### src/rtl/conv_pkg.sv
`default_nettype none
// ----------------------------------------------------------------------------
// conv_pkg : shared constants, state encoding and helpers for conv_ctrl
// Rev 1.0
// ----------------------------------------------------------------------------
package conv_pkg;

  localparam int K  = 5;
  localparam int KK = K * K;

  localparam logic [9:0] OUT_CNT_L0 = 10'd576;  // 24x24 outputs from a 28x28 input
  localparam logic [9:0] OUT_CNT_L1 = 10'd64;   // 8x8 outputs from a 12x12 input

  typedef logic [7:0] nch_t;

  typedef enum logic [1:0] {
    ST_IDLE = 2'd0,
    ST_PREF = 2'd1,
    ST_RUN  = 2'd2,
    ST_GAP  = 2'd3
  } state_t;

  function automatic logic [12:0] ch_base(input logic [7:0] ch);
    return {5'd0, ch} * 13'(KK);
  endfunction

  function automatic logic [9:0] exp_outs(input logic layer);
    return layer ? OUT_CNT_L1 : OUT_CNT_L0;
  endfunction

endpackage
`default_nettype wire

### src/rtl/conv_ctrl_if.sv
`default_nettype none
// ----------------------------------------------------------------------------
// conv_ctrl_if : layer job command handshake
// Rev 1.0
// ----------------------------------------------------------------------------
interface conv_ctrl_if;

  logic              cmd_valid;
  logic              cmd_ready;
  logic              cmd_layer;
  conv_pkg::nch_t    cmd_nch;

  modport master (output cmd_valid, output cmd_layer, output cmd_nch, input  cmd_ready);
  modport slave  (input  cmd_valid, input  cmd_layer, input  cmd_nch, output cmd_ready);

endinterface
`default_nettype wire

### src/rtl/conv_ctrl_wdog.sv
`default_nettype none
// ----------------------------------------------------------------------------
// conv_ctrl_wdog : counts cycles spent in RUN and flags the last allowed one
// Rev 1.0
// ----------------------------------------------------------------------------
module conv_ctrl_wdog #(
  parameter int TIMEOUT = 1023
) (
  input  logic clk,
  input  logic rstn,
  input  logic i_run,
  output logic o_expired
);

  localparam int CW = $clog2(TIMEOUT + 1);

  logic [CW-1:0] cnt_q, cnt_d;

  always_comb begin
    cnt_d = i_run ? cnt_q + 1'b1 : '0;
  end

  always_ff @(posedge clk or negedge rstn) begin
    if (!rstn) cnt_q <= '0;
    else       cnt_q <= cnt_d;
  end

  // Fires in the TIMEOUT-th RUN cycle so RUN never exceeds TIMEOUT cycles.
  assign o_expired = i_run && (cnt_q == CW'(TIMEOUT - 1));

endmodule
`default_nettype wire

### src/rtl/conv_ctrl.sv
`default_nettype none
// ----------------------------------------------------------------------------
// conv_ctrl : per-channel sequencer feeding weights and run enables to the conv engine
// Rev 1.0
// ----------------------------------------------------------------------------
module conv_ctrl
  import conv_pkg::*;
#(
  parameter int WIN_OFFSET = 0,
  parameter int TIMEOUT    = 1023
) (
  input  logic              clk,
  input  logic              rstn,
  conv_ctrl_if.slave        cmd,
  output logic [12:0]       rom_addr,
  input  logic              rom_rdata,
  output logic              conv_start,
  output logic              conv_weight,
  output logic              conv_weight_en,
  output logic              conv_state,
  output logic              win_start,
  input  logic              conv_ovalid,
  input  logic              conv_done,
  output logic [7:0]        ch_idx,
  output logic              busy,
  output logic              done,
  output logic              err
);

  localparam logic [3:0] WOFF = 4'(WIN_OFFSET);

  state_t      state_q, state_d;
  logic        layer_q, layer_d;
  logic [7:0]  nch_q,   nch_d;
  logic [7:0]  ch_q,    ch_d;
  logic [4:0]  w_q,     w_d;
  logic [9:0]  oc_q,    oc_d;
  logic [3:0]  win_q,   win_d;
  logic        done_q,  done_d;
  logic        err_q,   err_d;

  logic        in_run;
  logic        wd_expired;
  logic [9:0]  oc_next;

  assign in_run = (state_q == ST_RUN);

  conv_ctrl_wdog #(.TIMEOUT(TIMEOUT)) u_wdog (
    .clk       (clk),
    .rstn      (rstn),
    .i_run     (in_run),
    .o_expired (wd_expired)
  );

  // Counts an ovalid arriving alongside conv_done; saturates on a runaway engine.
  assign oc_next = (conv_ovalid && oc_q != 10'h3FF) ? oc_q + 10'd1 : oc_q;

  always_comb begin
    state_d = state_q;
    layer_d = layer_q;
    nch_d   = nch_q;
    ch_d    = ch_q;
    w_d     = w_q;
    oc_d    = oc_q;
    win_d   = win_q;
    done_d  = 1'b0;
    err_d   = err_q;
    case (state_q)
      ST_IDLE: begin
        if (cmd.cmd_valid) begin
          layer_d = cmd.cmd_layer;
          nch_d   = cmd.cmd_nch;
          ch_d    = 8'd0;
          err_d   = 1'b0;
          if (cmd.cmd_nch == 8'd0) done_d  = 1'b1;
          else                     state_d = ST_PREF;
        end
      end
      ST_PREF: begin
        state_d = ST_RUN;
        w_d     = 5'd0;
        oc_d    = 10'd0;
        win_d   = 4'd0;
      end
      ST_RUN: begin
        if (w_q < 5'(KK))  w_d   = w_q + 5'd1;
        if (win_q != 4'hF) win_d = win_q + 4'd1;
        oc_d = oc_next;
        if (conv_done) begin
          state_d = ST_GAP;
          if (oc_next != exp_outs(layer_q)) err_d = 1'b1;
        end else if (wd_expired) begin
          state_d = ST_IDLE;
          err_d   = 1'b1;
          done_d  = 1'b1;
        end
      end
      ST_GAP: begin
        if (({1'b0, ch_q} + 9'd1) < {1'b0, nch_q}) begin
          ch_d    = ch_q + 8'd1;
          state_d = ST_PREF;
        end else begin
          state_d = ST_IDLE;
          done_d  = 1'b1;
        end
      end
      default: state_d = ST_IDLE;
    endcase
  end

  always_ff @(posedge clk or negedge rstn) begin
    if (!rstn) begin
      state_q <= ST_IDLE;
      layer_q <= 1'b0;
      nch_q   <= 8'd0;
      ch_q    <= 8'd0;
      w_q     <= 5'd0;
      oc_q    <= 10'd0;
      win_q   <= 4'd0;
      done_q  <= 1'b0;
      err_q   <= 1'b0;
    end else begin
      state_q <= state_d;
      layer_q <= layer_d;
      nch_q   <= nch_d;
      ch_q    <= ch_d;
      w_q     <= w_d;
      oc_q    <= oc_d;
      win_q   <= win_d;
      done_q  <= done_d;
      err_q   <= err_d;
    end
  end

  // PREF issues bit 0's address so the ROM's one-cycle latency lands it in RUN cycle 0.
  always_comb begin
    rom_addr = 13'd0;
    if (state_q == ST_PREF) rom_addr = ch_base(ch_q);
    else if (in_run)        rom_addr = ch_base(ch_q) + 13'(w_q) + ((w_q < 5'(KK)) ? 13'd1 : 13'd0);
  end

  assign cmd.cmd_ready   = (state_q == ST_IDLE);
  assign busy            = (state_q != ST_IDLE);
  assign conv_start      = in_run;
  assign win_start       = in_run && (win_q >= WOFF);
  assign conv_weight_en  = in_run && (w_q < 5'(KK));
  assign conv_weight     = conv_weight_en & rom_rdata;
  assign conv_state      = layer_q;
  assign ch_idx          = ch_q;
  assign done            = done_q;
  assign err             = err_q;

endmodule
`default_nettype wire
### src/flat_wrapper.sv
// flat-port wrapper written by rule: the top's interface ports become plain ports
module conv_ctrl_flat import conv_pkg::*;
#(
  parameter int WIN_OFFSET = 0,
  parameter int TIMEOUT    = 1023
)
  (clk, rstn, rom_addr, rom_rdata, conv_start, conv_weight, conv_weight_en, conv_state, win_start, conv_ovalid, conv_done, ch_idx, busy, done, err, cmd_cmd_valid, cmd_cmd_layer, cmd_cmd_nch, cmd_cmd_ready);
  conv_ctrl_if cmd_i ();
  input  logic clk;
  input  logic rstn;
  output logic [12:0] rom_addr;
  input  logic rom_rdata;
  output logic conv_start;
  output logic conv_weight;
  output logic conv_weight_en;
  output logic conv_state;
  output logic win_start;
  input  logic conv_ovalid;
  input  logic conv_done;
  output logic [7:0] ch_idx;
  output logic busy;
  output logic done;
  output logic err;
  input wire logic [$bits(cmd_i.cmd_valid)-1:0] cmd_cmd_valid;
  input wire logic [$bits(cmd_i.cmd_layer)-1:0] cmd_cmd_layer;
  input wire logic [$bits(cmd_i.cmd_nch)-1:0] cmd_cmd_nch;
  output wire logic [$bits(cmd_i.cmd_ready)-1:0] cmd_cmd_ready;
  assign cmd_i.cmd_valid = cmd_cmd_valid;
  assign cmd_i.cmd_layer = cmd_cmd_layer;
  assign cmd_i.cmd_nch = cmd_cmd_nch;
  assign cmd_cmd_ready = cmd_i.cmd_ready;
  conv_ctrl #(.WIN_OFFSET(WIN_OFFSET), .TIMEOUT(TIMEOUT)) u_core (.clk(clk), .rstn(rstn), .cmd(cmd_i), .rom_addr(rom_addr), .rom_rdata(rom_rdata), .conv_start(conv_start), .conv_weight(conv_weight), .conv_weight_en(conv_weight_en), .conv_state(conv_state), .win_start(win_start), .conv_ovalid(conv_ovalid), .conv_done(conv_done), .ch_idx(ch_idx), .busy(busy), .done(done), .err(err));
endmodule
### config.mk
export PLATFORM = sky130hd
export DESIGN_NAME = conv_ctrl_flat
export DESIGN_NICKNAME = d
export VERILOG_FILES = /design/src/rtl/conv_pkg.sv /design/src/rtl/conv_ctrl_if.sv /design/src/rtl/conv_ctrl_wdog.sv /design/src/rtl/conv_ctrl.sv /design/src/flat_wrapper.sv
export SDC_FILE = /design/constraint.sdc
export NUM_CORES = 1
export LEC_CHECK = 0
export ABC_CLOCK_PERIOD_IN_PS = 3900
export CAP_MARGIN = 25
export CORE_MARGIN = 4
export CORE_UTILIZATION = 30
export CTS_BUF_LIST = sky130_fd_sc_hd__clkbuf_8
export CTS_CLUSTER_SIZE = 25
export DETAILED_ROUTE_END_ITERATION = 12
export SLEW_MARGIN = 20
export SYNTH_ARGS = -nofsm -noshare
export SYNTH_HDL_FRONTEND = slang
export SYNTH_HIERARCHICAL = 1
export SYNTH_SLANG_ARGS = --single-unit
### constraint.sdc
create_clock -name clk -period 3.9 [get_ports clk]
set_clock_uncertainty 0.05 [all_clocks]
set_input_delay 0.39 -clock clk [delete_from_list [all_inputs] [get_ports clk]]
set_output_delay 0.39 -clock clk [all_outputs]
set_load 0.005 [all_outputs]
# Yosys cells after proc, flatten, opt, wreduce, memory -nomap -nowiden
# Cells that the tools add are included.
dict set report totals {
  elab_cells 84
  ramBits 0
  rom_bits 0
  register_bits 50
  n_memories 0
  latch_bits 0
  input_bits 15
}
dict set report classes {
  multipliers 1
  n_mux 31
  n_addsub 8
  reduce_logical 16
  bitwise_logic 1
  n_eq_ne 14
  magnitude_cmp 3
  div_mod_pow 0
  n_shift 0
}
# op count
set op_table {}
lappend op_table {{2-to-1 mux 10 bit} 3}
lappend op_table {{2-to-1 mux 13 bit} 2}
lappend op_table {{adder 10 x 1 -> 10 bit (second input constant)} 2}
lappend op_table {{case mux 10 bit (2 select lines)} 1}
lappend op_table {{2-to-1 mux 8 bit} 2}
lappend op_table {{case mux 8 bit (2 select lines)} 1}
lappend op_table {{adder 13 bit} 1}
lappend op_table {{adder 13 x 5 -> 13 bit} 1}
lappend op_table {{multiplier 8 x 5 -> 13 bit (second input constant)} 1}
lappend op_table {{2-to-1 mux 1 bit} 11}
lappend op_table {{== test 10 bit (second input constant)} 1}
lappend op_table {{!= test 10 bit} 1}
lappend op_table {{!= test 10 bit (second input constant)} 1}
lappend op_table {{case mux 5 bit (2 select lines)} 1}
lappend op_table {{adder 8 x 1 -> 9 bit (second input constant)} 1}
lappend op_table {{less-than comparator 9 x 8 -> 1 bit} 1}
lappend op_table {{adder 8 x 1 -> 8 bit (second input constant)} 1}
lappend op_table {{logical NOT 8 bit} 1}
lappend op_table {{2-to-1 mux 2 bit} 4}
lappend op_table {{!= test 2 bit (second input constant)} 4}
lappend op_table {{case mux 2 bit (4 select lines)} 1}
lappend op_table {{case mux 4 bit (2 select lines)} 1}
lappend op_table {{nonzero test 2 bit} 4}
lappend op_table {{!= test 3 bit (second input constant)} 2}
lappend op_table {{other kinds (18)} 25}

# Depth between registers and ports, before layout
dict set report logic_depth {
  depth_word 7
  ltp_mapped 12
}

# Modules after synthesis
# The synthesis kept the hierarchy.
# module instances area_each_um2 cells_per_inst
set by_module_without_submodules {}
lappend by_module_without_submodules {conv_ctrl 1 3478.3 398}
lappend by_module_without_submodules {conv_ctrl_wdog 1 500.5 49}

# Least setup slack after synthesis
# Ideal clock, no wire load.
dict set report synth_path {
  kind {flip-flop to output port}
  from {register u_core.ch_q[3], in the netlist u_core/ch_idx[3]}
  to {output rom_addr[12]}
  t_required_ps 3460
  setup_slack_ps 155
  arrival_ps 3305
  path_stages_with_launch 13
  cell_sequence {dfrtp_1 > ha_1 > ha_1 > inv_1 > fa_1 > inv_1 > ha_1 > a21o_1 > a221oi_2 > xnor2_2 > nor3b_2 > nand4_1 > mux2_1}
}
dict set report synth_via {
  elab_chain_cells 5
}
# element line_no
set synth_rtl {}
lappend synth_rtl {{from (decl)} conv_ctrl.sv:35} ;# logic [7:0] ch_q, ch_d;
lappend synth_rtl {{from (signal assigned)} conv_ctrl.sv:126} ;# ch_q <= ch_d;
lappend synth_rtl {{multiplier 8 x 5 -> 13 bit (*)} conv_pkg.sv:24} ;# return {5'd0, ch} * 13'(KK);
lappend synth_rtl {{adder 13 x 5 -> 13 bit} conv_ctrl.sv:139} ;# else if (in_run) rom_addr = ch_base(ch_q) + 13'(w_q) + ((w_q < 5'(KK)) ? 13'd1 : 13'd0);
lappend synth_rtl {{adder 13 bit} conv_ctrl.sv:139}
lappend synth_rtl {{2-to-1 mux 13 bit} conv_ctrl.sv:139}
lappend synth_rtl {{2-to-1 mux 13 bit (*)} conv_ctrl.sv:138} ;# if (state_q == ST_PREF) rom_addr = ch_base(ch_q);
lappend synth_rtl {{to (decl)} flat_wrapper.sv:11} ;# output logic [12:0] rom_addr;
# Mark *: on every way between the ends. The rest lies on a longest branch, timed or not.

# Worst setup path after layout
dict set report layout_path {
  from {register u_core.ch_q[4], in the netlist u_core/ch_idx[4]}
  to {output rom_addr[12]}
}
# Same word-level chain as after synthesis.

==> results_dict.tcl <==
set metrics [dict create \
    nFillCells 1293 \
    rows 41 \
    dr.first_iter.drc_count 142 \
    worst_r2r_startpoint "u_core/ch_idx[1]" \
    drv_slew 0 \
    synth_common_cells "ha_1 (47), dfrtp_1 (46), nand2_1 (44), inv_1 (42), nor2_1 (26)" \
    worst_slew_pin_slew_ns 0.639 \
    grt_pass1_wl_um 17300 \
    synth.most_common_cell "ha_1" \
    crit_start "u_core/ch_idx[4]" \
    multi_input_area_um2 2840 \
    dr.pass1.iters 5 \
    status "finished, violations left" \
    p_leak_nw 2.40 \
    synth_flop_cell "dfrtp_1" \
    crit_path_end "rom_addr[12]" \
    cp_slowest_cell "fa_1" \
    gr-total-overflow 0 \
    grt_max_degree 35 \
    ys_seq_elements 46 \
    clkSinkCount 46 \
    cts_tree "yes" \
    die_area_um2 15200 \
    synth.cell_area_um2 3980 \
    cts.clk_slew.worst_paths_ns 0.09 \
    min_from "u_core/u_wdog/cnt_q[0]" \
    coreArea_um2 12800 \
    min_path_type "reg -> reg" \
    diodes 0 \
    wl_per_cell_um 14.7 \
    numCtsBuffers 5 \
    crit_arrival_ns 3.60 \
    gp_congestion 0.889 \
    finalWorstSetupSlack_ns -0.137 \
    syn_inst 447 \
    critPathKind "reg -> out" \
    start_util 0.310 \
    worstSkewPairLatency_ns 0.31 \
    synthTopCellsByArea "dfrtp_1 (29%), ha_1 (15%), nand2_1 (4.2%), inv_1 (4.0%), xnor2_1 (3.3%)" \
    required_ns 3.46 \
    port_buffers 44 \
    final_area_um2 5260 \
    max_slew_margin 0.574 \
    ff_latch_area_um2 1150 \
    synth_cell_types 68 \
    die_y_um 123 \
    nNetsFinal 601 \
    track_usage 0.139 \
    fin_crit_sh 1.04 \
    area_growth_syn_to_layout_pct 32.3 \
    max_stage_delay_ns 0.49 \
    endpoint_kind "primary output" \
    num_vias 3656 \
    setup_viol_count_final 2 \
    async_flop_share 1.00 \
    min_period_ns 4.04 \
    cp_max_fo 4 \
    antenna_found_initial 0 \
    htreeDepth 2 \
    rsz0062_at_grt "true" \
    r2r-end "u_core/ch_idx[6]" \
    hold_slack_ns 0.457 \
    powerDensity_nw_per_um2 429 \
    drive_above_1_share 0.222 \
    dp_hpwl_um 7770 \
    fmax_ghz 0.248 \
    yosysWarnings 6 \
    route.detailed.drc 0 \
    wl_um 10400 \
    drtAntennaViolNets 0 \
    vdd_ir_drop_max_v 0.000219 \
    holdPathStages 1 \
    synth_area_per_cell_um2 8.90 \
    clockRootBuffer "clkbuf_8" \
    ios 45 \
    hold_viol 0 \
    placed_cell_area_um2 4870 \
    synth_edf_count 0 \
    synth_top_area_frac 0.289 \
    path_cells "ha_1 -> ha_1 -> inv_2 -> fa_1 -> inv_2 -> ha_4 -> a21o_1 -> a221oi_4 -> xnor2_2 -> nor3b_2 -> nand4_1 -> mux2_4 -> clkbuf_2" \
    r2r_setup_slack_ns 0.97 \
    cts_max_path_buffers 2 \
    violations "negative setup slack" \
    first_global_vias 3791 \
    reg2regPathDepth 12 \
    synth_area_leader_cell "dfrtp_1" \
    fp.dieW_um 123 \
    synth_fp_nets 514 \
    startpoint_type "flop" \
    viasPerCell 5.17 \
    synth-seq-area-share 0.289 \
    max-cap-violations 0 \
]
repair_timing:
item                                   in CTS  in global routing
hold buffers                                1                  0
pin swaps                                  17                 13
gates resized for setup                    27                 28
endpoints found under the hold margin       8                  0
buffers inserted                            6                  3
setup endpoints to repair                   6                  8
final cells by class:
class | instances | share of cell area
repair buffers | 92 | 0.150
clock inverters | 3 | 0.00784
multi-input cells | 347 | 0.539
well taps | 172 | 0.0409
clock buffers | 5 | 0.0131
inverters | 42 | 0.0300
flip-flops and latches | 46 | 0.219
kinds of logic after synthesis:
family          Yosys count  share of synthesized area
compound gates          111                      0.192
xor+xnor                 24                     0.0547
fa+ha+maj                52                      0.173
buf+inv                  54                     0.0550
flops                    46                      0.289
mux                      18                     0.0494
simple gates            142                      0.187
placed cells by master, fill, tap and decap left out, types with 5 or more instances in the layout:
| cell type | netlist | routed |
|---|---|---|
| a21oi_1 | 24 | 19 |
| a22o_1 | 9 | 9 |
| a31oi_1 | 7 | 7 |
| a32o_1 | 5 | 5 |
| and3_1 | 6 | 6 |
| buf_4 | 1 | 46 |
| clkbuf_8 | 0 | 5 |
| clkdlybuf4s50_1 | 0 | 36 |
| dfrtp_1 | 46 | 46 |
| ha_1 | 47 | 41 |
| ha_4 | 0 | 5 |
| inv_1 | 42 | 41 |
| mux2_2 | 11 | 11 |
| nand2_1 | 44 | 44 |
| nand3_1 | 16 | 16 |
| nor2_1 | 26 | 24 |
| nor3_1 | 9 | 6 |
| nor3_2 | 2 | 5 |
| o21ai_0 | 25 | 25 |
| or3_1 | 5 | 5 |
| xnor2_1 | 15 | 12 |
| xor2_1 | 8 | 7 |
worst max-delay path, delay by kind of cell, from the launching register on:
kind	cells	cell delay (ns)
adders and majority gates	4	1.33
AOI/OAI and AO/OA	2	0.55
DFF	1	0.41
and+or+nand+nor	2	0.34
muxes	1	0.32
buffers and inverters	3	0.20
xor gates and xnor gates	1	0.14
flip-flops by register name, indices dropped and copies added (netlist names):
name	count
u_core/ch_idx	8
u_core/nch_q	8
u_core/state_q	2
u_core/done	1
u_core/oc_q	10
u_core/conv_state	1
u_core/w_q	5
u_core/u_wdog/cnt_q	10
u_core/err	1
stage by stage:
stage               instances  setup TNS, ns  power (W)  utilization  worst slack (ns)
global placement          689         -0.471    0.00184        0.378            -0.215
floorplan                 447              0    0.00141            -             0.155
detailed placement        690         -0.766    0.00187        0.380            -0.273
CTS                       704         -0.198    0.00225        0.396            -0.176
finish                    707         -0.205    0.00226        0.410            -0.137
global route              707         -0.699    0.00247        0.410            -0.266
worst min path at each step:
stage / endpoint / slack (ns)
after floorplan: u_core/ch_idx[0] / 0.04
after global placement: u_core/u_wdog/cnt_q[0] / 0.44
after detailed placement: u_core/oc_q[2] / 0.33
after CTS: u_core/u_wdog/cnt_q[0] / 0.46
after global routing: u_core/nch_q[5] / 0.47
final: u_core/u_wdog/cnt_q[0] / 0.46
report_power, final:
group | switching, W | internal, W | leakage, nW
logic | 0.000690 | 0.000541 | 1.73
clock network | 0.000166 | 0.000189 | 0.0556
registers | 0.0000964 | 0.000578 | 0.614
per-layer routing:
metal / track usage / share of wire / vias to the layer above
met3: 0.0224 / 0.040 / 7
met2: 0.243 / 0.50 / 84
met5: 0 / 0 / -
met4: 0.0394 / 0.0068 / 0
li1: - / - / 1801
met1: 0.177 / 0.46 / 1764
Power figures use the tool's default switching activity.
